==> config.mk <==
export PLATFORM = sky130hd
export DESIGN_NAME = crossing_scheduler
export DESIGN_NICKNAME = d
export VERILOG_FILES = /design/src/rtl/crossing_scheduler.sv
export SDC_FILE = /design/constraint.sdc
export NUM_CORES = 1
export LEC_CHECK = 0
export ABC_AREA = 1
export BUFFER_PORTS_ARGS = -buffer_cell sky130_fd_sc_hd__buf_4
export CAP_MARGIN = 40
export CORE_UTILIZATION = 39
export DETAILED_ROUTE_END_ITERATION = 12
export PLACE_DENSITY_LB_ADDON = 0.2
export SLEW_MARGIN = 20
export SYNTH_ARGS = -nofsm -noshare
export SYNTH_HDL_FRONTEND = slang
export SYNTH_SLANG_ARGS = --single-unit
==> constraint.sdc <==
create_clock -name clk -period 4.1 [get_ports clk]
set_input_delay 1.025 -clock clk [delete_from_list [all_inputs] [get_ports clk]]
set_output_delay 1.025 -clock clk [all_outputs]
set_load 0.005 [all_outputs]
==> src/rtl/crossing_scheduler.sv <==
// Pedestrian-phase scheduler for a single-road crossing: input conditioning, road-green timing, sequencer handshake.
// Define GRANT_TIMEOUT_EN to add a grant watchdog whose sticky fault forces led=4'b1111 until rst.
module crossing_scheduler #(
  parameter int unsigned CNT_W          = 32,
  parameter int unsigned DEB_CYCLES     = 500000,
  parameter int unsigned MIN_ROAD_GREEN = 250000000,
  parameter int unsigned MAX_EXTEND     = 500000000,
  parameter int unsigned GRANT_TIMEOUT  = 1000000000
) (
  input  logic       clk,
  input  logic       rst,
  input  logic       ped_butt,
  input  logic       road_det,
  output logic       seq_req,
  input  logic       seq_ack,
  input  logic       seq_done,
  output logic       ped_wait,
  output logic [3:0] led
);

  // State codes double as the one-hot led pattern.
  typedef enum logic [3:0] {
    ROAD_MIN  = 4'b0001,
    ROAD_IDLE = 4'b0010,
    GRANT     = 4'b0100,
    SERVE     = 4'b1000
  } state_t;

  localparam logic [CNT_W-1:0] CNT_ONE  = CNT_W'(1);
  localparam logic [CNT_W-1:0] DEB_LAST = CNT_W'(DEB_CYCLES - 1);
  localparam logic [CNT_W-1:0] MIN_LAST = CNT_W'(MIN_ROAD_GREEN - 1);
  localparam logic [CNT_W-1:0] EXT_LAST = CNT_W'(MAX_EXTEND - 1);

  logic             butt_p0, butt_p1;
  logic             road_p0, road_p1;
  logic             deb_lvl_p2, deb_lvl_p3;
  logic [CNT_W-1:0] deb_cnt;
  logic             press;
  logic [CNT_W-1:0] road_cnt;
  logic [CNT_W-1:0] ext_cnt;
  logic             pending;
  logic             fault;
  state_t           state;

`ifdef GRANT_TIMEOUT_EN
  localparam logic [CNT_W-1:0] GRANT_LAST = CNT_W'(GRANT_TIMEOUT - 1);
  logic [CNT_W-1:0] grant_cnt;
`else
  assign fault = 1'b0;
`endif

  // Stage p0/p1: two-flop synchronisers for the asynchronous inputs
  always_ff @(posedge clk) begin
    if (rst) begin
      butt_p0 <= 1'b0;
      butt_p1 <= 1'b0;
      road_p0 <= 1'b0;
      road_p1 <= 1'b0;
    end else begin
      butt_p0 <= ped_butt;
      butt_p1 <= butt_p0;
      road_p0 <= road_det;
      road_p1 <= road_p0;
    end
  end

  // Stage p2/p3: debounced level and its delayed copy for edge detection
  always_ff @(posedge clk) begin
    if (rst) begin
      deb_cnt    <= '0;
      deb_lvl_p2 <= 1'b0;
      deb_lvl_p3 <= 1'b0;
    end else begin
      deb_lvl_p3 <= deb_lvl_p2;
      if (butt_p1 == deb_lvl_p2) begin
        deb_cnt <= '0;
      end else if (deb_cnt == DEB_LAST) begin
        deb_lvl_p2 <= butt_p1;
        deb_cnt    <= '0;
      end else begin
        deb_cnt <= deb_cnt + CNT_ONE;
      end
    end
  end

  assign press = deb_lvl_p2 & ~deb_lvl_p3;

  always_ff @(posedge clk) begin
    if (rst) begin
      state    <= ROAD_MIN;
      road_cnt <= '0;
      ext_cnt  <= '0;
      pending  <= 1'b0;
      seq_req  <= 1'b0;
`ifdef GRANT_TIMEOUT_EN
      grant_cnt <= '0;
      fault     <= 1'b0;
`endif
    end else begin
      // An ack in GRANT wins over a coincident press.
      if (state == GRANT && seq_ack) begin
        pending <= 1'b0;
      end else if (press && state != SERVE) begin
        pending <= 1'b1;
      end
      if (!pending) begin
        ext_cnt <= '0;
      end
      case (state)
        ROAD_MIN: begin
          if (road_cnt == MIN_LAST) begin
            state    <= ROAD_IDLE;
            road_cnt <= '0;
          end else begin
            road_cnt <= road_cnt + CNT_ONE;
          end
        end
        ROAD_IDLE: begin
          if (pending) begin
            if (!road_p1 || ext_cnt == EXT_LAST) begin
              state   <= GRANT;
              seq_req <= 1'b1;
              ext_cnt <= '0;
`ifdef GRANT_TIMEOUT_EN
              grant_cnt <= '0;
`endif
            end else begin
              ext_cnt <= ext_cnt + CNT_ONE;
            end
          end
        end
        GRANT: begin
          if (seq_ack) begin
            state   <= SERVE;
            seq_req <= 1'b0;
          end
`ifdef GRANT_TIMEOUT_EN
          else if (grant_cnt == GRANT_LAST) begin
            state    <= ROAD_MIN;
            seq_req  <= 1'b0;
            road_cnt <= '0;
            fault    <= 1'b1;
          end else begin
            grant_cnt <= grant_cnt + CNT_ONE;
          end
`endif
        end
        SERVE: begin
          if (seq_done) begin
            state    <= ROAD_MIN;
            road_cnt <= '0;
          end
        end
        default: begin
          state    <= ROAD_MIN;
          road_cnt <= '0;
          seq_req  <= 1'b0;
        end
      endcase
    end
  end

  assign ped_wait = pending;
  assign led      = fault ? 4'b1111 : 4'(state);

endmodule

# After elaboration in Yosys (flattened, before gate mapping)
# Index checks and enable logic that the tools add are counted.
dict set report classes {
  addsub 3
  mul 0
  div 0
  n_lt_le_gt_ge 0
  n_eq_ne 14
  shift 0
  muxes 17
  bitwise 5
  reduce_logical 12
}
# op count
set ops {}
lappend ops {{$mux 32} 6}
lappend ops {{$add 32x1->32 const B} 3}
lappend ops {{$pmux 32 s3} 1}
lappend ops {{$eq 32x19->1 const B} 1}
lappend ops {{$eq 32x28->1 const B} 1}
lappend ops {{$eq 32x29->1 const B} 1}
lappend ops {{$mux 4} 5}
lappend ops {{$pmux 4 s4} 1}
lappend ops {{$ne 2x2->1 const B} 5}
lappend ops {{$reduce_or 2->1} 3}
lappend ops {{$reduce_and 5->1} 1}
lappend ops {{$eq 4x1->1 const B} 1}
lappend ops {{$eq 4x2->1 const B} 1}
lappend ops {{$eq 4x3->1 const B} 1}
lappend ops {{$eq 4x4->1 const B} 1}
lappend ops {{$ne 4x4->1 const B} 1}
lappend ops {{$not 1->1} 4}
lappend ops {{$reduce_and 2->1} 2}
lappend ops {{$reduce_and 4->1} 1}
lappend ops {{$mux 1} 3}
lappend ops {{$pmux 1 s3} 1}
lappend ops {{$reduce_or 3->1} 1}
lappend ops {{$logic_and 1x1->1} 2}
lappend ops {{$and 1x1->1} 1}
lappend ops {{3 further kinds} 3}
dict set report totals {
  reg_bits 108
  latchBits 0
  ram_bits 0
  romBits 0
  inputBits 6
  output_inout_bits 6
  wordCells 63
  n_memories 0
}

# Depth between registers and ports, before layout
# Gate-level depths: netlist of the first run.
dict set report logic_depth {
  depth_word 5
  depth_mapped 13
  mapped_depth_nobuf 12
}

# Least setup slack after synthesis of the first run
# Ideal clock, no wire load.
dict set report synth_timing {
  path_kind {in2reg}
  from {in rst}
  to {reg deb_cnt[18]}
  setup_time_ns 0.124
  t_arrival_ns 1.846
  t_required_ns 3.976
  slack_ns 2.130
  path_stages 7
  n_path_buf 2
  path_cell_list {clkbuf_1 inv_1 o21ai_0 a21oi_1 nand2_1 buf_2 nor3_1}
}
dict set report synth_between {
  elab_chain_cells 1
}
# item line_no
set synth_lines {}
lappend synth_lines {{from (decl)} 11} ;# input logic rst,
lappend synth_lines {{$reduce_or 3->1 (no line)} --}
lappend synth_lines {{to (signal assigned)} 81} ;# deb_cnt <= deb_cnt + CNT_ONE;
lappend synth_lines {{to (decl)} 37} ;# logic [CNT_W-1:0] deb_cnt;
# No other way between the ends.
# A chain may end at the register's enable or synchronous reset.

# Final worst setup path of the first run
dict set report layout_timing {
  from {reg road_cnt[0]}
  to {reg road_cnt[22]}
}
dict set report layout_between {
  elab_chain_cells 3
  elab_cells_between_ends 4
  cone_classes {add/sub: 1; eq/ne: 1; mux: 2}
}
# item line_no
set layout_lines {}
lappend layout_lines {{from (decl)} 39} ;# logic [CNT_W-1:0] road_cnt;
lappend layout_lines {{from (signal assigned)} 115} ;# road_cnt <= road_cnt + CNT_ONE;
lappend layout_lines {{$add 32x1->32 or $eq 32x28->1 (tied branches)} {115, 111}}
lappend layout_lines {{$mux 32 *} 111} ;# if (road_cnt == MIN_LAST) begin
lappend layout_lines {{$pmux 32 s3 *} 109} ;# case (state)
# Every way passes the cells marked *; elsewhere a longest branch is shown, timed or not.

==> results of run 1 <==
## flip-flops by register name (all words and copies together) (netlist names)
signal / cells
deb_cnt: 32
butt_p0: 1
deb_lvl_p3: 1
road_cnt: 32
led: 4
ext_cnt: 32
seq_req: 1
ped_wait: 1
butt_p1: 1
deb_lvl_p2: 1
road_p1: 1
road_p0: 1
## power by group through the flow
stage	clock, mW	combinational (mW)	sequential (mW)
after floorplan	0	0.136	1.11
after global placement	0	0.176	1.11
after detailed placement	0	0.180	1.11
after CTS	0.954	0.179	1.09
after global routing	1.00	0.199	1.09
final	0.928	0.175	1.09
## metrics by stage
step	cell area (µm²)	util	setup slack, ps	total power, mW
finish	7040	0.439	1800	2.19
detailed placement	6730	0.419	1380	1.29
floorplan	6470	-	2130	1.24
global route	7040	0.439	1510	2.29
global placement	6730	0.419	1430	1.29
CTS	7040	0.439	1750	2.22
## final timing paths
| check | end | depth (start not counted) | startpoint |
|---|---|---|---|
| min reg2reg | road_p1 | 2 | road_p0 |
| max reg2reg | road_cnt[22] | 12 | road_cnt[0] |
| min | road_p1 | 2 | road_p0 |
| max | road_cnt[22] | 12 | road_cnt[0] |
## metal layers
| layer | track usage | vias up | wire [µm] |
|---|---|---|---|
| met5 | 0 | - | 0 |
| met4 | 0.0507 | 0 | 226 |
| met3 | 0.0407 | 19 | 613 |
| met2 | 0.339 | 117 | 7510 |
| met1 | 0.268 | 2860 | 8140 |
| li1 | - | 3385 | - |
## cells in the mapped netlist, drive strengths merged
master	n	area, µm²
and2b	1	8.76
dfxtp	108	2160
nand3b	3	22.5
ha	3	37.5
clkbuf	8	30.0
a221oi	1	15.0
xor2	17	149
o21a	4	30.0
o21ai	12	60.1
o31ai	2	15.0
nand3	74	393
nor2	211	852
o21bai	3	22.5
buf	14	93.8
nor3	46	240
nor3b	5	42.5
a21o	1	7.51
and2	1	6.26
nand2	324	1230
nor4	6	37.5
xnor2	7	61.3
inv	116	438
or2	3	18.8
nand4	28	175
a21oi	64	320
## worst reg2reg max path: stages, from the launching register on
cell,delay [ps]
dfxtp_1,430
ha_1,230
nand2_1,100
nor2_2,130
nand3_1,80
nor2_1,130
nand2_2,130
nand2_1,110
nand2_1,50
nand2_1,530
inv_1,130
nand2_1,100
inv_1,30
## layout make-up
cell class / count / share of cell area
Inverter: 116 / 0.0622
Sequential cell: 108 / 0.307
Multi-Input combinational cell: 816 / 0.532
Timing Repair Buffer: 15 / 0.0160
Clock inverter: 5 / 0.00817
Clock buffer: 11 / 0.0359
Tap cell: 216 / 0.0384
## kinds of logic (layout without fill, tap and decap cells)
| logic type | Yosys count | in the layout | share of synthesized area |
|---|---|---|---|
| AND/OR/NAND/NOR | 702 | 702 | 0.468 |
| adder cells (fa/ha/maj) | 3 | 3 | 0.00580 |
| buffers and inverters | 138 | 147 | 0.0868 |
| flip-flops | 108 | 108 | 0.334 |
| XOR/XNOR | 24 | 24 | 0.0325 |
| AO/OA/AOI/OAI | 87 | 87 | 0.0727 |
==> impl_metrics.csv, run 1 <==
group,metric,value,unit
critical_path,path_max_fanout,20,
place,post-place-cells,1271,
logic_synthesis,synth_area,6470,µm²
clock_network,cts_max_path_buffers,2,
pwr,p_per_area,311,nW/µm²
grt,antenna_found_initial,0,
route,drtIter0Drc,450,
finish,layout_commonest_cell,"nand2_1",
logic_synthesis,synth.avg_cell_area,6.09,µm²
sta,hold-worst-slack,417,ps
grt,grt_pass1_vias,5715,
sta,final_hold_viol_count,0,
logic_synthesis,ys_warn_count,0,
sta,maxSlewViolCount,0,
place,port_buffers,11,
finish,multi_input_area,3750,µm²
critical_path,r2r_setup_slack,1800,ps
floorplanning,std_cell_rows,46,
finish,diodes,0,
finish,fillCellCount,1731,
sta,fin_skew,10.6,ps
floorplanning,die_w,131,µm
pwr,p_clk_frac,0.423,
critical_path,cp.arrival,2550,ps
sta,fmaxAchievable,435,MHz
clock_network,clock_sinks,108,
critical_path,critPathMaxStageDelay,530,ps
critical_path,critical-path-top-delay-family,"simple AND/OR/NAND/NOR gates",
critical_path,crit_path_start_kind,"register",
finish,final_cell_mix,"nand2_1, nor2_1, inv_1",
finish,instances_no_fill,1287,
floorplanning,coreArea,16100,µm²
pwr,leakage,2.27,nW
route,routed_via_density,4.96,
floorplanning,io_pins,12,
grt,gr-total-overflow,0,
finish,fin_nets,1075,
clock_network,cts_tree,"yes",
clock_network,path_clk_slew,70,ps
clock_network,cts_setup_buffers,0,
logic_synthesis,synth_nets,1071,
pwr,seqPwrFrac,0.497,
place,hpwlAfterDp,12200,µm
critical_path,required,4350,ps
sta,rsz0062_at_grt,"false",
pwr,p_int,1.63,mW
grt,grt_pass1_wl,27400,µm
sta,finalSetupTns,0,ps
pwr,ir_drop,0.000207,V
sta,finalSetupViolations,0,
route,ant_nets,0,
critical_path,critical_path_class,"reg -> reg",
critical_path,crit_slowest_cell,"nand2_1",
critical_path,cp_num_buf_inv,2,
route,routedWlPerCell,12.8,µm
clock_network,cts_resized,0,
grt,gr-usage-all-layers,0.203,
logic_synthesis,yosys.cell_types.count,39,
finish,area_delta_synth_final,8.80,%
critical_path,crit_chain,"ha_1 -> nand2_1 -> nor2_2 -> nand3_1 -> nor2_1 -> nand2_2 -> nand2_1 -> nand2_1 -> nand2_1 -> inv_1 -> nand2_1 -> inv_1",
clock_network,clkLatencyLatePin,360,ps
logic_synthesis,synth_cells,1062,
clock_network,numCtsBuffers,9,
clock_network,cts_hold_buf,0,
sta,period_needed,2300,ps
pwr,p_switching,0.566,mW
route,first_pass_iters,5,
pwr,power.share.combinational,0.080,
critical_path,critPathCaptureType,"register",
grt,grt_max_degree,46,
clock_network,htree_levels,3,
sta,worst_pin_slew,719,ps
run,max_cap_violations,0,
finish,seqCellArea,2160,µm²
critical_path,path_common_cell,"nand2_1",
status,status,"finished clean",
hold_path,hold_class,"reg -> reg",
floorplanning,die_area,17100,µm²
clock_network,cts_root_buffer,"clkbuf_16",
sta,timing.final.crit_share,0.560,
sta,relSlewSlack,0.520,
finish,layout-drive-gt1-share,0.0560,
pwr,swShare,0.258,
logic_synthesis,synth-seq-cells,108,
floorplanning,die_y,131,µm
route,num_vias,6381,
logic_synthesis,synth_seq_area_share,0.334,
route,finalWirelength,16500,µm
place,gp_congestion,0.850,
floorplanning,start_util,0.403,
route,drc,0,
Power figures use the tool's default switching activity.
==> run 2, diff against run 1 <==
- clock period: 4.1 -> 2.35 ns (I/O delays scaled with it)
==> run 2 against run 1 <==
Hold slack lost 12 ps. Largest power group unchanged. Critical path type unchanged. Largest cell class unchanged. Power grew 70%. Core utilization up 0.10 points. Clock skew down 2.3 ps. Highest routed layer unchanged.
==> impl_metrics.csv, run 2 (synthesis gave the netlist of run 1 again) <==
group,metric,value,unit
finish,fin_nets,1079,
run,max_cap_violations,0,
hold_path,min_from,"road_p0",
critical_path,crit_chain,"ha_1 -> nand2_1 -> nor2_2 -> nand3_1 -> nor2_1 -> nand2_2 -> nand2_1 -> nand2_1 -> nand2_1 -> buf_4 -> inv_1 -> nand2_1 -> inv_1",
sta,finalSetupTns,0,ps
sta,final_hold_viol_count,0,
pwr,leakage,2.28,nW
floorplanning,start_util,0.403,
clock_network,numCtsBuffers,9,
sta,rsz0062_at_grt,"false",
critical_path,critPathCaptureType,"register",
floorplanning,die_area,17100,µm²
critical_path,path_common_cell,"nand2_1",
pwr,ir_drop,0.000370,V
route,finalWirelength,16200,µm
route,routed_via_density,4.91,
clock_network,cts_hold_buf,0,
finish,reg_top3,"deb_cnt: 32 flops, ext_cnt: 32 flops, road_cnt: 32 flops",
critical_path,cp-startpoint,"road_cnt[0]",
clock_network,htree_levels,3,
finish,diodes,0,
critical_path,crit_path_start_kind,"register",
clock_network,cts_root_buffer,"clkbuf_16",
clock_network,cts_tree,"yes",
finish,layout-drive-gt1-share,0.0595,
grt,antenna_found_initial,0,
critical_path,cp.arrival,2210,ps
grt,grt_pass1_wl,27200,µm
finish,layout_commonest_cell,"nand2_1",
sta,hold-worst-slack,405,ps
critical_path,path_max_fanout,20,
clock_network,clock_sinks,108,
place,port_buffers,11,
sta,fin_skew,8.36,ps
sta,worst_pin_slew,526,ps
critical_path,required,2610,ps
status,status,"finished clean",
sta,timing.final.crit_share,0.828,
clock_network,path_clk_slew,80,ps
sta,relSlewSlack,0.646,
sta,period_needed,1940,ps
route,drtIter0Drc,456,
grt,gr-total-overflow,0,
floorplanning,std_cell_rows,46,
critical_path,crit_slowest_cell,"dfxtp_1",
route,routedWlPerCell,12.6,µm
critical_path,critPathMaxStageDelay,410,ps
place,post-place-cells,1275,
route,first_pass_iters,6,
sta,finalSetupViolations,0,
clock_network,cts_resized,0,
floorplanning,io_pins,12,
critical_path,r2r.worst_path.cells,13,
route,drc,0,
critical_path,critical_path_cell_count,13,
route,ant_nets,0,
clock_network,clkLatencyLatePin,360,ps
critical_path,critical_path_class,"reg -> reg",
critical_path,cp_num_buf_inv,3,
floorplanning,coreArea,16100,µm²
hold_path,min_path_cells,2,
clock_network,cts_setup_buffers,0,
grt,grt_pass1_vias,5745,
pwr,p_per_area,528,nW/µm²
hold_path,hold_class,"reg -> reg",
finish,area_delta_synth_final,9.05,%
floorplanning,die_y,131,µm
finish,final_cell_mix,"nand2_1, nor2_1, inv_1",
floorplanning,die_w,131,µm
grt,grt_max_degree,45,
grt,gr-usage-all-layers,0.204,
sta,maxSlewViolCount,0,
finish,instances_no_fill,1291,
route,num_vias,6340,
sta,fmaxAchievable,514,MHz
critical_path,critical-path-top-delay-family,"simple AND/OR/NAND/NOR gates",
place,gp_congestion,0.881,
place,hpwlAfterDp,12200,µm
critical_path,r2r_start,"road_cnt[0]",
clock_network,cts_max_path_buffers,2,
==> run 2: cell types whose count changed in the layout (fill, tap and decap cells not counted), sizes merged <==
cell,delta
buf,+4
inv,+2
bufinv,-1
clkbuf,-2
clkinvlp,+1
==> run 2: stage by stage <==
step / utilization / instance area, µm² / setup WS (ps) / power (mW)
final: 0.440 / 7060 / 405 / 3.73
after global routing: 0.440 / 7060 / 171 / 3.90
after CTS: 0.440 / 7060 / 386 / 3.78
after detailed placement: 0.422 / 6770 / 391 / 2.28
after global placement: 0.422 / 6770 / 466 / 2.28
after floorplan: - / 6470 / 648 / 2.17
==> run 2: path summary, 6_finish.rpt <==
check                                    end  slack [ps]
worst max-delay path            road_cnt[22]         410
worst min-delay path                 road_p1         410
worst max register to register  road_cnt[22]         410
worst min register to register       road_p1         410
==> run 2: cell type report <==
| type | count | area (µm²) |
|---|---|---|
| tap | 216 | 270 |
| timing repair buffer | 19 | 155 |
| multi-input combinational | 816 | 3750 |
| inverter | 116 | 438 |
| clock buffer | 9 | 225 |
| fill | 1728 | 9000 |
| clock inverter | 7 | 58.8 |
| sequential | 108 | 2160 |
==> run 2: power breakdown <==
part           internal, mW  switching (mW)  leakage, nW
clock network         0.737           0.758        0.138
registers              1.86          0.0413        0.871
logic                 0.113           0.220         1.27
total                  2.71            1.02         2.28
==> run 2: tightest hold or removal path, delay by kind of cell (launching register included) <==
family | cells | cell delay [ps]
buffers and inverters | 1 | 40
flip-flops | 1 | 300
AND/OR/NAND/NOR | 1 | 30
==> run 2: per-layer routing <==
layer,share of wire,wire length (µm),global-route usage
met5,0,0,0
met3,0.033,529,0.0326
met2,0.46,7540,0.347
met1,0.49,7890,0.263
met4,0.017,271,0.0649
==> run 3, diff against run 2 <==
- ABC_AREA: 1 -> 0
- clock period: 2.35 -> 1.7 ns (I/O delays scaled with it)
==> run 3 against run 2 <==
The flow now finishes with violations (setup timing). Fmax decreased by 3.0%. Non-clock buffer count up 151. Cell count down 23%. Die area decreased by 14%. Largest power group unchanged. Sequential power increased by 34%. Sequential share of layout area down 3.2 points.
==> impl_metrics.csv, run 3 <==
group,metric,value,unit
logic_synthesis,yosys.cell_types.count,54,
critical_path,required,1930,ps
logic_synthesis,synth_top_flop_cell,"dfxtp_1",
logic_synthesis,synth_seq_area_share,0.391,
finish,fin_area,8010,µm²
pwr,swShare,0.204,
grt,grt_max_degree,48,
floorplanning,std_cell_rows,43,
finish,layout-drive-gt1-share,0.381,
critical_path,critPathMaxStageDelay,550,ps
grt,gr-total-overflow,0,
pwr,p_switching,1.00,mW
critical_path,critPathCaptureType,"register",
floorplanning,die_w,121,µm
critical_path,cp.arrival,2240,ps
critical_path,critical-path-top-delay-family,"simple AND/OR/NAND/NOR gates",
pwr,p_per_area,613,nW/µm²
clock_network,htree_levels,3,
sta,period_needed,2010,ps
logic_synthesis,synth_nets,683,
sta,finalSetupTns,-14790,ps
sta,relSlewSlack,0.624,
logic_synthesis,synth-seq-cells,108,
logic_synthesis,yosysTopAreaCellShare,0.391,
route,drtIter0Drc,277,
grt,grt_pass1_wl,24900,µm
clock_network,cts_max_path_buffers,2,
sta,finalSetupViolations,65,
sta,worst_slack,-306,ps
hold_path,hold_class,"in -> reg",
pwr,p_clk_frac,0.455,
critical_path,crit_path_start_kind,"register",
floorplanning,die_area,14700,µm²
route,routedWlPerCell,15.9,µm
pwr,leakage,2.84,nW
finish,reg_top3,"deb_cnt: 32 flops, ext_cnt: 32 flops, road_cnt: 32 flops",
clock_network,clkLatencyLatePin,360,ps
floorplanning,coreArea,13900,µm²
sta,fin_skew,8.90,ps
status,violations,"setup timing",
pwr,seqPwrFrac,0.518,
logic_synthesis,synth_largest_area_cell,"dfxtp_1",
clock_network,clock_sinks,108,
hold_path,hold_end,"road_p0",
critical_path,crit_chain,"or4b_4 -> nor4_4 -> buf_4 -> nand3_4 -> buf_12 -> a41oi_2 -> a31oi_1",
finish,final_cell_mix,"buf_4, dfxtp_1, nor2_1",
finish,area_delta_synth_final,44.9,%
logic_synthesis,ys_top_cells_by_count,"dfxtp_1, nor2_1, nand3_1, nand2_1, a31oi_1",
place,post-place-cells,969,
run,max_cap_violations,0,
clock_network,numCtsBuffers,9,
sta,fmaxAchievable,499,MHz
critical_path,r2r_end,"ext_cnt[6]",
critical_path,r2r_start,"ext_cnt[25]",
critical_path,crit_slowest_cell,"or4b_4",
sta,final_hold_viol_count,0,
logic_synthesis,synth_area,5530,µm²
logic_synthesis,synth_enable_flop_cells,0,
floorplanning,die_y,121,µm
sta,rsz0062_at_grt,"true",
critical_path,critical_path_class,"reg -> reg",
grt,antenna_found_initial,0,
finish,fin_nets,823,
finish,instances_no_fill,996,
place,gp_congestion,0.816,
route,finalWirelength,15800,µm
pwr,power.share.combinational,0.026,
route,routed_via_density,5.67,
logic_synthesis,synthArstFlopShare,0,
critical_path,r2r.worst_path.cells,7,
logic_synthesis,ys_warn_count,0,
route,drc,0,
logic_synthesis,synth_cells,674,
logic_synthesis,synth.avg_cell_area,8.21,µm²
clock_network,cts_tree,"yes",
route,num_vias,5652,
clock_network,path_clk_slew,70,ps
critical_path,path_max_fanout,12,
place,placed_area,7080,µm²
grt,grt_pass1_vias,5173,
place,port_buffers,11,
hold_path,min_from,"road_det",
sta,timing.final.crit_share,1.18,
place,place_ws,-255,ps
route,first_pass_iters,6,
status,status,"complete, but fails checks",
finish,diodes,0,
floorplanning,start_util,0.398,
finish,layout_commonest_cell,"buf_4",
route,ant_nets,0,
critical_path,r2r_setup_slack,-310,ps
logic_synthesis,yosysMostFrequentCell,"dfxtp_1",
place,hpwlAfterDp,10500,µm
pwr,ir_drop,0.000456,V
finish,fillCellCount,1214,
grt,gr-usage-all-layers,0.212,
finish,fin_util,0.577,
floorplanning,io_pins,12,
clock_network,cts_root_buffer,"clkbuf_16",
hold_path,min_path_cells,2,
sta,maxSlewViolCount,0,
sta,worst_pin_slew,555,ps
pwr,p_int,3.91,mW
critical_path,cp_num_buf_inv,2,
logic_synthesis,ys_top_cells_by_area,"dfxtp_1, xor2_1, nor2_1",
## run 3: cells by family after synthesis
logic type | after synthesis | synth area share
compound gates | 120 | 0.145
flops | 108 | 0.391
mux | 2 | 0.00362
simple gates | 335 | 0.334
buf+inv | 54 | 0.0376
xor+xnor | 52 | 0.0824
fa+ha+maj | 3 | 0.00679
## run 3: worst reg2reg max path: stages, from the launching register on
cell	delay, ps
dfxtp_2	330
or4b_4	550
nor4_4	280
buf_4	170
nand3_4	130
buf_12	200
a41oi_2	180
a31oi_1	50
## run 3: layout make-up
cell class	count	area (µm²)	area share
clock inverters	2	38.8	0.00484
flip-flops and latches	108	2200	0.274
well taps	180	225	0.0281
inverters	13	48.8	0.00609
repair buffers	170	1550	0.193
multi-input cells	512	3680	0.459
clock buffers	11	275	0.0343
## run 3: how the worst max path moves through the flow
stage,start,to,cells after the start
3_3_place_gp,ext_cnt[20],led[2],6
4_1_cts,ext_cnt[20],led[2],6
6_report,ext_cnt[25],ext_cnt[6],7
3_5_place_dp,ext_cnt[20],seq_req,6
2_1_floorplan,ext_cnt[9],ext_cnt[31],6
5_1_grt,ext_cnt[25],ext_cnt[6],7
## run 3: power by group through the flow
stage	logic [mW]	clock network, mW	registers, mW
6_report	0.130	2.24	2.54
5_1_grt	0.140	2.38	2.54
4_1_cts	0.104	2.30	2.54
3_5_place_dp	0.0890	0	2.60
3_3_place_gp	0.0863	0	2.60
2_1_floorplan	0.0475	0	2.60
## run 3: what timing repair did
action / 4_1_cts / 5_1_grt
hold buffers: 0 / 0
endpoints found under the setup margin: 99 / 100
buffers inserted: 3 / 8
gates cloned: 2 / 5
pin swaps: 13 / 34
gates resized for setup: 25 / 71
## run 3: per-stage QoR
stage | hold slack, ps | total power [mW]
after floorplan | 414 | 2.65
after global placement | 423 | 2.69
after detailed placement | 428 | 2.69
after CTS | 267 | 4.95
after global routing | 285 | 5.07
final | 279 | 4.91
## run 3: routing by layer
metal	global-route usage	share of wire	up-vias
met1	0.269	0.45	2731
met4	0.0640	0.011	0
met3	0.0470	0.036	14
li1	-	-	2799
met5	0	0	-
met2	0.356	0.50	108
